## config.mk

```make
export PLATFORM = sky130hd
export DESIGN_NAME = dual_issue_stage_flat
export DESIGN_NICKNAME = d
export VERILOG_FILES = /design/src/rtl/dual_issue_stage_if.sv /design/src/rtl/dual_issue_stage.sv /design/src/flat_wrapper.sv
export SDC_FILE = /design/constraint.sdc
export NUM_CORES = 1
export LEC_CHECK = 0
export BUFFER_PORTS_ARGS = -buffer_cell sky130_fd_sc_hd__buf_2
export CAP_MARGIN = 20
export CORE_AREA = 2 2 242 244
export DETAILED_ROUTE_END_ITERATION = 12
export DIE_AREA = 0 0 244 246
export GPL_TIMING_DRIVEN = 0
export MAX_ROUTING_LAYER = met4
export PLACE_DENSITY = 0.68
export REMOVE_ABC_BUFFERS = 1
export SLEW_MARGIN = 0
export SYNTH_ARGS = -nofsm -noshare
export SYNTH_HDL_FRONTEND = slang
export SYNTH_SLANG_ARGS = --single-unit
```

## constraint.sdc

```tcl
create_clock -name clk -period 5.02 [get_ports clk]
set_input_delay 1.004 -clock clk [delete_from_list [all_inputs] [get_ports clk]]
set_output_delay 1.004 -clock clk [all_outputs]
set_load 0.02 [all_outputs]
```

## src/rtl/dual_issue_stage_if.sv

```systemverilog
// Issue-stage bundle: decoded pair from decode, accept/stall handshake, and both routed slots.
interface dual_issue_stage_if #(
  parameter int REG_ADDR_W = 7,
  parameter int PAYLOAD_W  = 64
);
  logic                  flush;
  logic                  in_valid;
  logic                  in_ready;
  logic                  out_ready;

  logic [REG_ADDR_W-1:0] i1_ra, i1_rb, i1_rc, i1_rt;
  logic                  i1_useA, i1_useB, i1_useC, i1_we, i1_pipe, i1_memRead;
  logic [PAYLOAD_W-1:0]  i1_payload;

  logic                  i2_valid;
  logic [REG_ADDR_W-1:0] i2_ra, i2_rb, i2_rc, i2_rt;
  logic                  i2_useA, i2_useB, i2_useC, i2_we, i2_pipe, i2_memRead;
  logic [PAYLOAD_W-1:0]  i2_payload;

  logic                  s1_valid, s2_valid;
  logic [REG_ADDR_W-1:0] s1_ra, s1_rb, s1_rc, s1_rt;
  logic [REG_ADDR_W-1:0] s2_ra, s2_rb, s2_rc, s2_rt;
  logic                  s1_we, s1_memRead, s2_we, s2_memRead;
  logic [PAYLOAD_W-1:0]  s1_payload, s2_payload;

  modport slave (
    input  flush, in_valid, out_ready,
    input  i1_ra, i1_rb, i1_rc, i1_rt, i1_useA, i1_useB, i1_useC, i1_we, i1_pipe, i1_memRead,
    input  i1_payload,
    input  i2_valid,
    input  i2_ra, i2_rb, i2_rc, i2_rt, i2_useA, i2_useB, i2_useC, i2_we, i2_pipe, i2_memRead,
    input  i2_payload,
    output in_ready,
    output s1_valid, s1_ra, s1_rb, s1_rc, s1_rt, s1_we, s1_memRead, s1_payload,
    output s2_valid, s2_ra, s2_rb, s2_rc, s2_rt, s2_we, s2_memRead, s2_payload
  );

  modport master (
    output flush, in_valid, out_ready,
    output i1_ra, i1_rb, i1_rc, i1_rt, i1_useA, i1_useB, i1_useC, i1_we, i1_pipe, i1_memRead,
    output i1_payload,
    output i2_valid,
    output i2_ra, i2_rb, i2_rc, i2_rt, i2_useA, i2_useB, i2_useC, i2_we, i2_pipe, i2_memRead,
    output i2_payload,
    input  in_ready,
    input  s1_valid, s1_ra, s1_rb, s1_rc, s1_rt, s1_we, s1_memRead, s1_payload,
    input  s2_valid, s2_ra, s2_rb, s2_rc, s2_rt, s2_we, s2_memRead, s2_payload
  );
endinterface

```

## src/rtl/dual_issue_stage.sv

```systemverilog
// Dual-issue stage: pipe routing, pair split on conflicts, load-use bubbles ahead of REG/EX.
// Optional performance counters are built when ISSUE_PERF_CNT_EN is defined.
module dual_issue_stage #(
  parameter int REG_ADDR_W       = 7,
  parameter int PAYLOAD_W        = 64,
  parameter int LOAD_USE_BUBBLES = 1
) (
  input  logic               clk,
  input  logic               reset,
  dual_issue_stage_if.slave  bus
`ifdef ISSUE_PERF_CNT_EN
  ,
  output logic [31:0]        perf_dual,
  output logic [31:0]        perf_split,
  output logic [31:0]        perf_bubble
`endif
);

  typedef struct packed {
    logic [REG_ADDR_W-1:0] ra, rb, rc, rt;
    logic                  use_a, use_b, use_c, we, pipe, mem_read;
    logic [PAYLOAD_W-1:0]  payload;
  } instr_t;

  typedef struct packed {
    logic                  valid;
    logic [REG_ADDR_W-1:0] ra, rb, rc, rt;
    logic                  we, mem_read;
    logic [PAYLOAD_W-1:0]  payload;
  } slot_t;

  typedef enum logic {EMPTY, HOLD} state_t;

  localparam logic [1:0] BUBBLES = 2'(LOAD_USE_BUBBLES);

  function automatic logic reads(input instr_t i, input logic [REG_ADDR_W-1:0] r);
    reads = (i.use_a & (i.ra == r)) | (i.use_b & (i.rb == r)) | (i.use_c & (i.rc == r));
  endfunction

  // a is older in program order than b
  function automatic logic conflict(input instr_t a, input instr_t b);
    conflict = (a.pipe == b.pipe) | (a.we & reads(b, a.rt)) | (a.we & b.we & (a.rt == b.rt));
  endfunction

  function automatic logic load_dep(input instr_t i, input slot_t a, input slot_t b);
    load_dep = (a.valid & a.we & a.mem_read & reads(i, a.rt)) |
               (b.valid & b.we & b.mem_read & reads(i, b.rt));
  endfunction

  function automatic slot_t to_slot(input instr_t i);
    to_slot = '{valid: 1'b1, ra: i.ra, rb: i.rb, rc: i.rc, rt: i.rt,
                we: i.we, mem_read: i.mem_read, payload: i.payload};
  endfunction

  state_t     state;
  logic [1:0] bubble_cnt;
  instr_t     hold_q, pend1_q, pend2_q;
  logic       pend2_v_q;
  slot_t      s1_q, s2_q;

  instr_t in1, in2, src1, src2;
  logic   src2_v, accept, fresh, drain, pair_conf, hazard, do_issue;
  slot_t  s1_d, s2_d;

  assign in1 = '{ra: bus.i1_ra, rb: bus.i1_rb, rc: bus.i1_rc, rt: bus.i1_rt,
                 use_a: bus.i1_useA, use_b: bus.i1_useB, use_c: bus.i1_useC,
                 we: bus.i1_we, pipe: bus.i1_pipe, mem_read: bus.i1_memRead,
                 payload: bus.i1_payload};
  assign in2 = '{ra: bus.i2_ra, rb: bus.i2_rb, rc: bus.i2_rc, rt: bus.i2_rt,
                 use_a: bus.i2_useA, use_b: bus.i2_useB, use_c: bus.i2_useC,
                 we: bus.i2_we, pipe: bus.i2_pipe, mem_read: bus.i2_memRead,
                 payload: bus.i2_payload};

  assign bus.in_ready = reset & bus.out_ready & (state == EMPTY) & (bubble_cnt == 2'd0) & ~bus.flush;
  assign accept       = bus.in_valid & bus.in_ready;

  // Issue candidates: held i2, a pair parked behind a bubble, or the pair on the inputs.
  always_comb begin
    // NOTE: every always_comb output gets a default first so no path infers a latch.
    src1   = in1;
    src2   = in2;
    src2_v = bus.i2_valid;
    if (state == HOLD) begin
      src1   = hold_q;
      src2   = '0;
      src2_v = 1'b0;
    end else if (bubble_cnt != 2'd0) begin
      src1   = pend1_q;
      src2   = pend2_q;
      src2_v = pend2_v_q;
    end
  end

  // Hazard is only evaluated on a fresh candidate; a bubble already separates it from the load.
  assign fresh     = (bubble_cnt == 2'd0) & ((state == HOLD) | accept);
  assign drain     = (bubble_cnt == 2'd1);
  assign pair_conf = src2_v & conflict(src1, src2);
  assign hazard    = fresh & (load_dep(src1, s1_q, s2_q) |
                              (src2_v & ~pair_conf & load_dep(src2, s1_q, s2_q)));
  assign do_issue  = (fresh & ~hazard) | drain;

  always_comb begin
    s1_d = '0;
    s2_d = '0;
    if (do_issue) begin
      if (src1.pipe) s2_d = to_slot(src1);
      else           s1_d = to_slot(src1);
      if (src2_v & ~pair_conf) begin
        if (src2.pipe) s2_d = to_slot(src2);
        else           s1_d = to_slot(src2);
      end
    end
  end

  always_ff @(posedge clk or negedge reset) begin
    // NOTE: sequential state uses non-blocking assignments so all registers update together.
    if (!reset) begin
      state      <= EMPTY;
      bubble_cnt <= 2'd0;
      hold_q     <= '0;
      pend1_q    <= '0;
      pend2_q    <= '0;
      pend2_v_q  <= 1'b0;
      s1_q       <= '0;
      s2_q       <= '0;
    end else if (bus.flush) begin
      state      <= EMPTY;
      bubble_cnt <= 2'd0;
      hold_q     <= '0;
      pend1_q    <= '0;
      pend2_q    <= '0;
      pend2_v_q  <= 1'b0;
      s1_q       <= '0;
      s2_q       <= '0;
    end else if (bus.out_ready) begin
      s1_q <= s1_d;
      s2_q <= s2_d;
      if (hazard) begin
        bubble_cnt <= BUBBLES;
        if (state == EMPTY) begin
          pend1_q   <= src1;
          pend2_q   <= src2;
          pend2_v_q <= src2_v;
        end
      end else if (bubble_cnt > 2'd1) begin
        bubble_cnt <= bubble_cnt - 2'd1;
      end else if (do_issue) begin
        bubble_cnt <= 2'd0;
        pend2_v_q  <= 1'b0;
        if (pair_conf) begin
          hold_q <= src2;
          state  <= HOLD;
        end else begin
          hold_q <= '0;
          state  <= EMPTY;
        end
      end
    end
  end

  assign bus.s1_valid   = s1_q.valid;
  assign bus.s1_ra      = s1_q.ra;
  assign bus.s1_rb      = s1_q.rb;
  assign bus.s1_rc      = s1_q.rc;
  assign bus.s1_rt      = s1_q.rt;
  assign bus.s1_we      = s1_q.we;
  assign bus.s1_memRead = s1_q.mem_read;
  assign bus.s1_payload = s1_q.payload;
  assign bus.s2_valid   = s2_q.valid;
  assign bus.s2_ra      = s2_q.ra;
  assign bus.s2_rb      = s2_q.rb;
  assign bus.s2_rc      = s2_q.rc;
  assign bus.s2_rt      = s2_q.rt;
  assign bus.s2_we      = s2_q.we;
  assign bus.s2_memRead = s2_q.mem_read;
  assign bus.s2_payload = s2_q.payload;

`ifdef ISSUE_PERF_CNT_EN
  // Counters survive flush; only reset clears them.
  always_ff @(posedge clk or negedge reset) begin
    if (!reset) begin
      perf_dual   <= '0;
      perf_split  <= '0;
      perf_bubble <= '0;
    end else if (bus.out_ready & ~bus.flush) begin
      if (do_issue & src2_v & ~pair_conf) perf_dual   <= perf_dual + 32'd1;
      if (do_issue & pair_conf)           perf_split  <= perf_split + 32'd1;
      if (hazard | (bubble_cnt > 2'd1))   perf_bubble <= perf_bubble + 32'd1;
    end
  end
`endif

endmodule
```

## src/flat_wrapper.sv

```systemverilog
// flat-port wrapper written by rule: the top's interface ports become plain ports
module dual_issue_stage_flat 
#(
  parameter int REG_ADDR_W       = 7,
  parameter int PAYLOAD_W        = 64,
  parameter int LOAD_USE_BUBBLES = 1
)
  (clk, reset, bus_flush, bus_in_valid, bus_out_ready, bus_i1_ra, bus_i1_rb, bus_i1_rc, bus_i1_rt, bus_i1_useA, bus_i1_useB, bus_i1_useC, bus_i1_we, bus_i1_pipe, bus_i1_memRead, bus_i1_payload, bus_i2_valid, bus_i2_ra, bus_i2_rb, bus_i2_rc, bus_i2_rt, bus_i2_useA, bus_i2_useB, bus_i2_useC, bus_i2_we, bus_i2_pipe, bus_i2_memRead, bus_i2_payload, bus_in_ready, bus_s1_valid, bus_s1_ra, bus_s1_rb, bus_s1_rc, bus_s1_rt, bus_s1_we, bus_s1_memRead, bus_s1_payload, bus_s2_valid, bus_s2_ra, bus_s2_rb, bus_s2_rc, bus_s2_rt, bus_s2_we, bus_s2_memRead, bus_s2_payload);
  dual_issue_stage_if #(.REG_ADDR_W(REG_ADDR_W), .PAYLOAD_W(PAYLOAD_W)) bus_i ();
  input  logic clk;
  input  logic reset;
  input wire logic [$bits(bus_i.flush)-1:0] bus_flush;
  input wire logic [$bits(bus_i.in_valid)-1:0] bus_in_valid;
  input wire logic [$bits(bus_i.out_ready)-1:0] bus_out_ready;
  input wire logic [$bits(bus_i.i1_ra)-1:0] bus_i1_ra;
  input wire logic [$bits(bus_i.i1_rb)-1:0] bus_i1_rb;
  input wire logic [$bits(bus_i.i1_rc)-1:0] bus_i1_rc;
  input wire logic [$bits(bus_i.i1_rt)-1:0] bus_i1_rt;
  input wire logic [$bits(bus_i.i1_useA)-1:0] bus_i1_useA;
  input wire logic [$bits(bus_i.i1_useB)-1:0] bus_i1_useB;
  input wire logic [$bits(bus_i.i1_useC)-1:0] bus_i1_useC;
  input wire logic [$bits(bus_i.i1_we)-1:0] bus_i1_we;
  input wire logic [$bits(bus_i.i1_pipe)-1:0] bus_i1_pipe;
  input wire logic [$bits(bus_i.i1_memRead)-1:0] bus_i1_memRead;
  input wire logic [$bits(bus_i.i1_payload)-1:0] bus_i1_payload;
  input wire logic [$bits(bus_i.i2_valid)-1:0] bus_i2_valid;
  input wire logic [$bits(bus_i.i2_ra)-1:0] bus_i2_ra;
  input wire logic [$bits(bus_i.i2_rb)-1:0] bus_i2_rb;
  input wire logic [$bits(bus_i.i2_rc)-1:0] bus_i2_rc;
  input wire logic [$bits(bus_i.i2_rt)-1:0] bus_i2_rt;
  input wire logic [$bits(bus_i.i2_useA)-1:0] bus_i2_useA;
  input wire logic [$bits(bus_i.i2_useB)-1:0] bus_i2_useB;
  input wire logic [$bits(bus_i.i2_useC)-1:0] bus_i2_useC;
  input wire logic [$bits(bus_i.i2_we)-1:0] bus_i2_we;
  input wire logic [$bits(bus_i.i2_pipe)-1:0] bus_i2_pipe;
  input wire logic [$bits(bus_i.i2_memRead)-1:0] bus_i2_memRead;
  input wire logic [$bits(bus_i.i2_payload)-1:0] bus_i2_payload;
  output wire logic [$bits(bus_i.in_ready)-1:0] bus_in_ready;
  output wire logic [$bits(bus_i.s1_valid)-1:0] bus_s1_valid;
  output wire logic [$bits(bus_i.s1_ra)-1:0] bus_s1_ra;
  output wire logic [$bits(bus_i.s1_rb)-1:0] bus_s1_rb;
  output wire logic [$bits(bus_i.s1_rc)-1:0] bus_s1_rc;
  output wire logic [$bits(bus_i.s1_rt)-1:0] bus_s1_rt;
  output wire logic [$bits(bus_i.s1_we)-1:0] bus_s1_we;
  output wire logic [$bits(bus_i.s1_memRead)-1:0] bus_s1_memRead;
  output wire logic [$bits(bus_i.s1_payload)-1:0] bus_s1_payload;
  output wire logic [$bits(bus_i.s2_valid)-1:0] bus_s2_valid;
  output wire logic [$bits(bus_i.s2_ra)-1:0] bus_s2_ra;
  output wire logic [$bits(bus_i.s2_rb)-1:0] bus_s2_rb;
  output wire logic [$bits(bus_i.s2_rc)-1:0] bus_s2_rc;
  output wire logic [$bits(bus_i.s2_rt)-1:0] bus_s2_rt;
  output wire logic [$bits(bus_i.s2_we)-1:0] bus_s2_we;
  output wire logic [$bits(bus_i.s2_memRead)-1:0] bus_s2_memRead;
  output wire logic [$bits(bus_i.s2_payload)-1:0] bus_s2_payload;
  assign bus_i.flush = bus_flush;
  assign bus_i.in_valid = bus_in_valid;
  assign bus_i.out_ready = bus_out_ready;
  assign bus_i.i1_ra = bus_i1_ra;
  assign bus_i.i1_rb = bus_i1_rb;
  assign bus_i.i1_rc = bus_i1_rc;
  assign bus_i.i1_rt = bus_i1_rt;
  assign bus_i.i1_useA = bus_i1_useA;
  assign bus_i.i1_useB = bus_i1_useB;
  assign bus_i.i1_useC = bus_i1_useC;
  assign bus_i.i1_we = bus_i1_we;
  assign bus_i.i1_pipe = bus_i1_pipe;
  assign bus_i.i1_memRead = bus_i1_memRead;
  assign bus_i.i1_payload = bus_i1_payload;
  assign bus_i.i2_valid = bus_i2_valid;
  assign bus_i.i2_ra = bus_i2_ra;
  assign bus_i.i2_rb = bus_i2_rb;
  assign bus_i.i2_rc = bus_i2_rc;
  assign bus_i.i2_rt = bus_i2_rt;
  assign bus_i.i2_useA = bus_i2_useA;
  assign bus_i.i2_useB = bus_i2_useB;
  assign bus_i.i2_useC = bus_i2_useC;
  assign bus_i.i2_we = bus_i2_we;
  assign bus_i.i2_pipe = bus_i2_pipe;
  assign bus_i.i2_memRead = bus_i2_memRead;
  assign bus_i.i2_payload = bus_i2_payload;
  assign bus_in_ready = bus_i.in_ready;
  assign bus_s1_valid = bus_i.s1_valid;
  assign bus_s1_ra = bus_i.s1_ra;
  assign bus_s1_rb = bus_i.s1_rb;
  assign bus_s1_rc = bus_i.s1_rc;
  assign bus_s1_rt = bus_i.s1_rt;
  assign bus_s1_we = bus_i.s1_we;
  assign bus_s1_memRead = bus_i.s1_memRead;
  assign bus_s1_payload = bus_i.s1_payload;
  assign bus_s2_valid = bus_i.s2_valid;
  assign bus_s2_ra = bus_i.s2_ra;
  assign bus_s2_rb = bus_i.s2_rb;
  assign bus_s2_rc = bus_i.s2_rc;
  assign bus_s2_rt = bus_i.s2_rt;
  assign bus_s2_we = bus_i.s2_we;
  assign bus_s2_memRead = bus_i.s2_memRead;
  assign bus_s2_payload = bus_i.s2_payload;
  dual_issue_stage #(.REG_ADDR_W(REG_ADDR_W), .PAYLOAD_W(PAYLOAD_W), .LOAD_USE_BUBBLES(LOAD_USE_BUBBLES)) u_core (.clk(clk), .reset(reset), .bus(bus_i));
endmodule
```

; ---- Yosys cells after proc, flatten, opt, wreduce, memory -nomap -nowiden
; Cells that the tools add are included.
[totals]
out_inout_bits = 191
elab_cells = 195
register_bits = 488
input_bits = 202
[classes]
eq_ne = 23
mux = 49
magnitude_cmp = 1
bitwise = 58
n_reduce_logical = 11
addsub = 1
[ops]
columns = cell, n
row1 = 98-bit two-way mux, 18
row2 = 95-bit two-way mux, 12
row3 = 7-bit equality test, 16
row4 = 1-bit bitwise AND, 37
row5 = 1-bit OR, 17
row6 = 1-bit two-way mux, 14
row7 = 2-bit two-way mux, 5
row8 = 4-bit AND reduction, 2
row9 = 2-bit nonzero test, 4
row10 = "2-bit inequality test, second input constant", 3
row11 = 1-bit NOT, 4
row12 = 4-bit nonzero test, 1
row13 = "3-bit by 2-bit inequality test with 1-bit output, second input constant", 1
row14 = "3-bit inequality test, second input constant", 1
row15 = 3-bit AND reduction, 1
row16 = 3-bit nonzero test, 1
row17 = "2-bit by 1-bit equality test with 1-bit output, second input constant", 1
row18 = "2-bit by 1-bit greater-than comparator with 1-bit output, second input constant", 1
row19 = 2-bit zero test, 1
row20 = 2-bit AND reduction, 1
row21 = "2-bit by 1-bit subtractor with 2-bit output, second input constant", 1
row22 = 1-bit equality test, 1

; ---- Depth between registers and ports, before layout
[depth]
word_depth = 24
depth_mapped = 19
ltp_nobuf = 9

; ---- Least setup slack after synthesis
; OpenSTA, ideal clock, no wires.
[synth_path]
path_type = reg-to-reg
start = register u_core.state
end = register u_core.hold_q[54] (netlist bit)
n_path_buf = 12
t_arrival_ns = 3.857
path_slack_ns = 1.083
synth_period_minus_slack_ns = 3.937
setup_ns = 0.079
required_time_ns = 4.941
path_stages_with_launch = 20
path_cell_list = dfrtp_1 -> buf_2 -> buf_2 -> buf_2 -> buf_2 -> buf_2 -> buf_2 -> clkbuf_1 -> o21a_1 -> clkbuf_1 -> clkbuf_1 -> ha_1 -> inv_1 -> nor2_1 -> o221a_4 -> o32ai_1 -> buf_4 -> buf_6 -> buf_8 -> mux2i_1
[synth_via]
elab_chain_len = 19
word_cells_on_any_way = 81
classes_between = eq/ne (18) / mux (9) / bitwise (52) / reduce/logical (2)
[synth_rtl]
columns = element, line
row1 = from (decl), dual_issue_stage.sv:55  ; state_t state;
row2 = from (signal assigned), dual_issue_stage.sv:118  ; state <= EMPTY;
row3 = from (signal assigned), dual_issue_stage.sv:127  ; state <= EMPTY;
row4 = from (signal assigned), dual_issue_stage.sv:152  ; state <= HOLD;
row5 = 98-bit two-way mux, dual_issue_stage.sv:83  ; if (state == HOLD) begin
row6 = 7-bit equality test, dual_issue_stage.sv:37  ; reads = (i.use_a & (i.ra == r)) | (i.use_b & (i.rb == r)) | (i.use_c & (i.rc == r));
row7 = 1-bit bitwise AND, dual_issue_stage.sv:37
row8 = 1-bit OR (2 in a row), dual_issue_stage.sv:37
row9 = 1-bit bitwise AND, dual_issue_stage.sv:42  ; conflict = (a.pipe == b.pipe) | (a.we & reads(b, a.rt)) | (a.we & b.we & (a.rt == b.rt));
row10 = 1-bit OR (2 in a row), dual_issue_stage.sv:42
row11 = 1-bit bitwise AND, dual_issue_stage.sv:97  ; assign pair_conf = src2_v & conflict(src1, src2);
row12 = 1-bit NOT, dual_issue_stage.sv:99  ; (src2_v & ~pair_conf & load_dep(src2, s1_q, s2_q)));
row13 = 1-bit bitwise AND (2 in a row), dual_issue_stage.sv:99
row14 = 1-bit OR, dual_issue_stage.sv:98  ; assign hazard = fresh & (load_dep(src1, s1_q, s2_q) |
row15 = 1-bit bitwise AND, dual_issue_stage.sv:98
row16 = 1-bit NOT, dual_issue_stage.sv:100  ; assign do_issue = (fresh & ~hazard) | drain;
row17 = 1-bit bitwise AND, dual_issue_stage.sv:100
row18 = 1-bit OR, dual_issue_stage.sv:100
row19 = 2-bit nonzero test (no source line), -
row20 = 4-bit AND reduction (no source line), -
row21 = to (signal assigned), dual_issue_stage.sv:151  ; hold_q <= src2;
row22 = to (decl), dual_issue_stage.sv:57  ; instr_t hold_q, pend1_q, pend2_q;
; Parallel ways exist; a longest one is shown, timed or not. The select of a mux whose other input is x is not followed.
; A chain may end at the register's enable or synchronous reset.

; ---- Worst setup path in the final report
[layout_path]
start = register u_core.state
end = register u_core.pend2_q[97] (netlist bit)
[layout_via]
elab_chain_len = 16
word_cells_on_any_way = 76
classes_between = eq/ne (18) / mux (7) / bitwise (49) / reduce/logical (2)
[layout_rtl]
columns = element, line
row1 = 98-bit two-way mux, dual_issue_stage.sv:83
row2 = 7-bit equality test, dual_issue_stage.sv:37
row3 = 1-bit bitwise AND, dual_issue_stage.sv:37
row4 = 1-bit OR (2 in a row), dual_issue_stage.sv:37
row5 = 1-bit bitwise AND, dual_issue_stage.sv:42
row6 = 1-bit OR (2 in a row), dual_issue_stage.sv:42
row7 = 1-bit bitwise AND, dual_issue_stage.sv:97
row8 = 1-bit NOT, dual_issue_stage.sv:99
row9 = 1-bit bitwise AND (2 in a row), dual_issue_stage.sv:99
row10 = 1-bit OR, dual_issue_stage.sv:98
row11 = 1-bit bitwise AND, dual_issue_stage.sv:98
row12 = 2-bit nonzero test (no source line), -
row13 = 3-bit AND reduction (no source line), -
row14 = to (signal assigned), dual_issue_stage.sv:142  ; pend2_q <= src2;
row15 = to (decl), dual_issue_stage.sv:57
; Parallel ways exist; a longest one is shown, timed or not. The select of a mux whose other input is x is not followed.

==> metrics.md <==
| Metric | Value |
|---|---|
| F_max | `0.206 GHz` |
| Sw Share | `around a quarter` |
| Area of the multi-input gates | `0.0148 mm²` |
| Final wirelength | `90,100 µm` |
| Fillers | `5,087` |
| Worst Hold Class | `in -> async` |
| Number of flops mapped to enable cells by yosys | `0` |
| RD Place Congestion | `0.860` |
| Worst-Skew Late Latency | `0.62 ns` |
| Worst Reg-to-Reg Cells | `14` |
| NetSw | `2.47 mW` |
| Slew @ Worst Pin | `1.02 ns` |
| Slew Viols, Final | `0` |
| Yosys reg bits | `488` |
| Final-stage net count | `3,679` |
| Initial Util | `49.4%` |
| Number of distinct library cells after synthesis | `56` |
| Status | `completed` |
| Fraction of registers with async set/reset | `100%` |
| Slowest cell delay on critical path | `0.66 ns` |
| Max-slew headroom | `31.7%` |
| Buf/Inv on CP | `5` |
| Kind of cell adding the most delay to the critical path | `simple AND/OR/NAND/NOR gates` |
| Final setup fails | `0` |
| Crit path kind | `reg -> reg` |
| FF-to-FF End | `u_core.pend2_q[97]` |
| WL met1 | `39,500 µm` |
| Commonest cells post-synth | `866 x nand2_1, 488 x dfrtp_1, 464 x mux2i_1, 216 x nor2_1, 209 x a21oi_1` |
| CP endpoint kind | `register` |
| TNS Setup | `0 ns` |
| Peak VDD IR | `0.234 mV` |
| Post-route minimum period | `4.86 ns` |
| Clk_skew | `0.0236 ns` |
| CTS root buf | `clkbuf_16` |
| DR vias | `roughly 24,000` |
| Post-synthesis sequential area ratio | `43.1%` |
| Area leader, netlist | `dfrtp_1` |
| Power Density | `~280 mW/mm²` |
| Highest routed layer | `met4` |
| Crit path max-delay cell type | `or4b_2` |
| Largest fanout on the critical path | `81` |
| Antenna violations before repair | `16` |
| Final HPWL DP | `57,600 µm` |
| Clock-pin slew on the worst setup and hold paths | `0.06 ns` |
| IO Port Bufs | `~390` |
| Worst path cell trace | `buf_16 > buf_16 > or4b_2 > o311a_1 > xor2_1 > nand4_1 > nor4_4 > nor4_4 > o221a_4 > o21ai_4 > buf_12 > buf_12 > buf_16 > mux2_2` |
| Seq pwr share | `~42%` |
| Layout cells sized above 1 | `22.1%` |
| Worst r2r src | `u_core.state` |
| Mean Syn Cell Area | `a little under 9 µm²` |
| Max Cap Viol | `0` |
| Top-count cell post-synth | `nand2_1` |
| Number of remaining DRC errors | `0` |
| Die Height | `246 µm` |
| Top_reg_cell synth | `dfrtp_1` |
| First-pass GRT wire length | `140,000 µm` |
| R2R Setup Slk | `approximately 0.16 ns` |
| DR iter-0 viols | `about 2,100` |
| Largest net degree at the start of global routing | `roughly 160` |
| CP arrival | `5.35 ns` |
| Yosys warnings | `0` |
| Routed wire per std cell | `21.0 µm` |
| Synth area leaders | `dfrtp_1 43%, mux2i_1 16%, nand2_1 11%, a21oi_1 3.7%, o21ai_2 3.1%` |
| Clock power share | `a little under half` |
| Clock sink count | `just under 500` |
| Gate power share | `12.3%` |
| Chip width | `244 µm` |
| Most used cell, CP | `buf_16` |
| Core area | `0.0574 mm²` |
| Ports | `393` |
| Leakage power | `17.6 nW` |
| TritonCTS clock tree | `built` |
| Worst path required time | `~5.5 ns` |
| Rows | `88` |
| Pint | `6.90 mW` |
| DRT Pass-1 Iters | `6` |
| Total Die Area | `0.0600 mm²` |
| Area grow syn2layout | `19.9%` |
| CTS Buffer Depth | `3` |
| Total CTS buffers | `55` |
| Top-area cell type share of the netlist area | `a little over two fifths` |
| Startpoint types | `register` |
| Unrepaired setup endpoints after global routing | `no` |
| Fin crit share | `96.7%` |
| Detail Route Antenna Nets | `0` |
| WL met3 | `6590 µm` |
| Vias in the first global route | `roughly 24,000` |
| H-tree levels | `2` |
| WL met2 | `41,600 µm` |
| Final count of hold timing violations | `0` |
| Vias per cell | `5.68` |
| Placed cell area | `between 0.03 and 0.04 mm²` |
| Fin area | `between 0.03 and 0.04 mm²` |
| Syn Inst Count | `3,218` |
| Total track usage | `just over 30%` |
| Remaining global-route overflow | `0` |
| Register area | `0.0122 mm²` |
| Mapped cell area | `0.0284 mm²` |
==> cells in the final DEF (no fill, tap or decap), types with 42 or more instances in the layout <==
cell type  count
nand2_1      866
dfrtp_1      485
mux2i_1      464
buf_2        391
nor2_1       212
a21oi_1      209
o21ai_0      119
o21ai_2      100
nand3_1       99
xnor2_1       86
clkbuf_16     57
buf_12        42
==> flip-flops by register name, summed over array words and instances, names as in the netlist, 2 cells and up <==
signal	count
u_core.bus.s2_rb	7
u_core.bus.s1_payload	64
u_core.bubble_cnt	2
u_core.pend2_q	98
u_core.bus.s2_rt	7
u_core.bus.s1_rc	7
u_core.hold_q	98
u_core.bus.s1_ra	7
u_core.bus.s1_rt	7
u_core.bus.s2_rc	7
u_core.pend1_q	98
u_core.bus.s2_payload	64
u_core.bus.s2_ra	7
u_core.bus.s1_rb	7
==> cell families after synthesis <==
kind of cell             count (synthesis)  synth area share, %
AO/OA/AOI/OAI                          500                 11.2
XOR/XNOR                               112                 3.46
adder cells (fa/ha/maj)                  2               0.0882
buffers and inverters                  323                 5.23
flip-flops                             488                 43.1
multiplexers                           491                 17.5
AND/OR/NAND/NOR                       1302                 19.5
==> final cells by class <==
cell class / count / share of cell area, %
Sequential cell: 488 / 35.9
Inverter: 33 / 0.401
Antenna cell: 19 / 0.140
Multi-Input combinational cell: 2410 / 43.6
Tap cell: 765 / 2.81
Clock inverter: 15 / 0.581
Timing Repair Buffer: 487 / 11.5
Clock buffer: 84 / 4.99
==> timing repair <==
item | in CTS | in global routing
buffers inserted | 10 | 8
hold buffers | 0 | 0
cloned | 2 | 1
setup endpoints to repair | 477 | 117
gates resized for setup | 6 | 3
pin swaps | 6 | 4
==> per-layer routing <==
metal / track usage, % / vias up
met1: 41.1 / 12000
met4: 10.1 / 0
li1: - / 11400
met3: 4.65 / 158
met2: 46.5 / 877
met5: - / -
==> worst max-delay path by stage <==
stage,from,endpoint,slack [ns],cells past startpoint
after floorplan,u_core.bubble_cnt[0],u_core.pend1_q[52],-17.61,9
after global placement,u_core.bubble_cnt[1],u_core.pend1_q[69],-33.52,9
after detailed placement,u_core.bubble_cnt[1],u_core.bus.s1_payload[47],-0.94,14
after CTS,u_core.state,u_core.bus.s1_payload[47],0.004,14
after global routing,u_core.state,u_core.pend2_q[63],0.002,14
final,u_core.state,u_core.pend2_q[97],0.16,14
==> metrics by stage <==
step	cells	util, %	hold slack [ns]	setup WS (ns)	power, mW
finish	4301	59.3	0.390	0.164	9.36
global route	4296	59.3	0.437	0.00155	9.66
CTS	4273	59.0	0.411	0.00387	9.42
detailed placement	4162	55.4	0.460	-0.940	5.16
global placement	4085	52.1	0.455	-33.52	5.18
floorplan	2928	-	0.494	-17.61	4.70
==> power groups by stage <==
stage          logic (mW)  clock network [mW]  registers (mW)
6_report             1.15                4.25            3.96
3_5_place_dp         1.13                   0            4.03
4_1_cts              1.14                4.32            3.96
2_1_floorplan       0.650                   0            4.05
3_3_place_gp         1.14                   0            4.04
5_1_grt              1.24                4.46            3.96
Power figures use the tool's default switching activity.
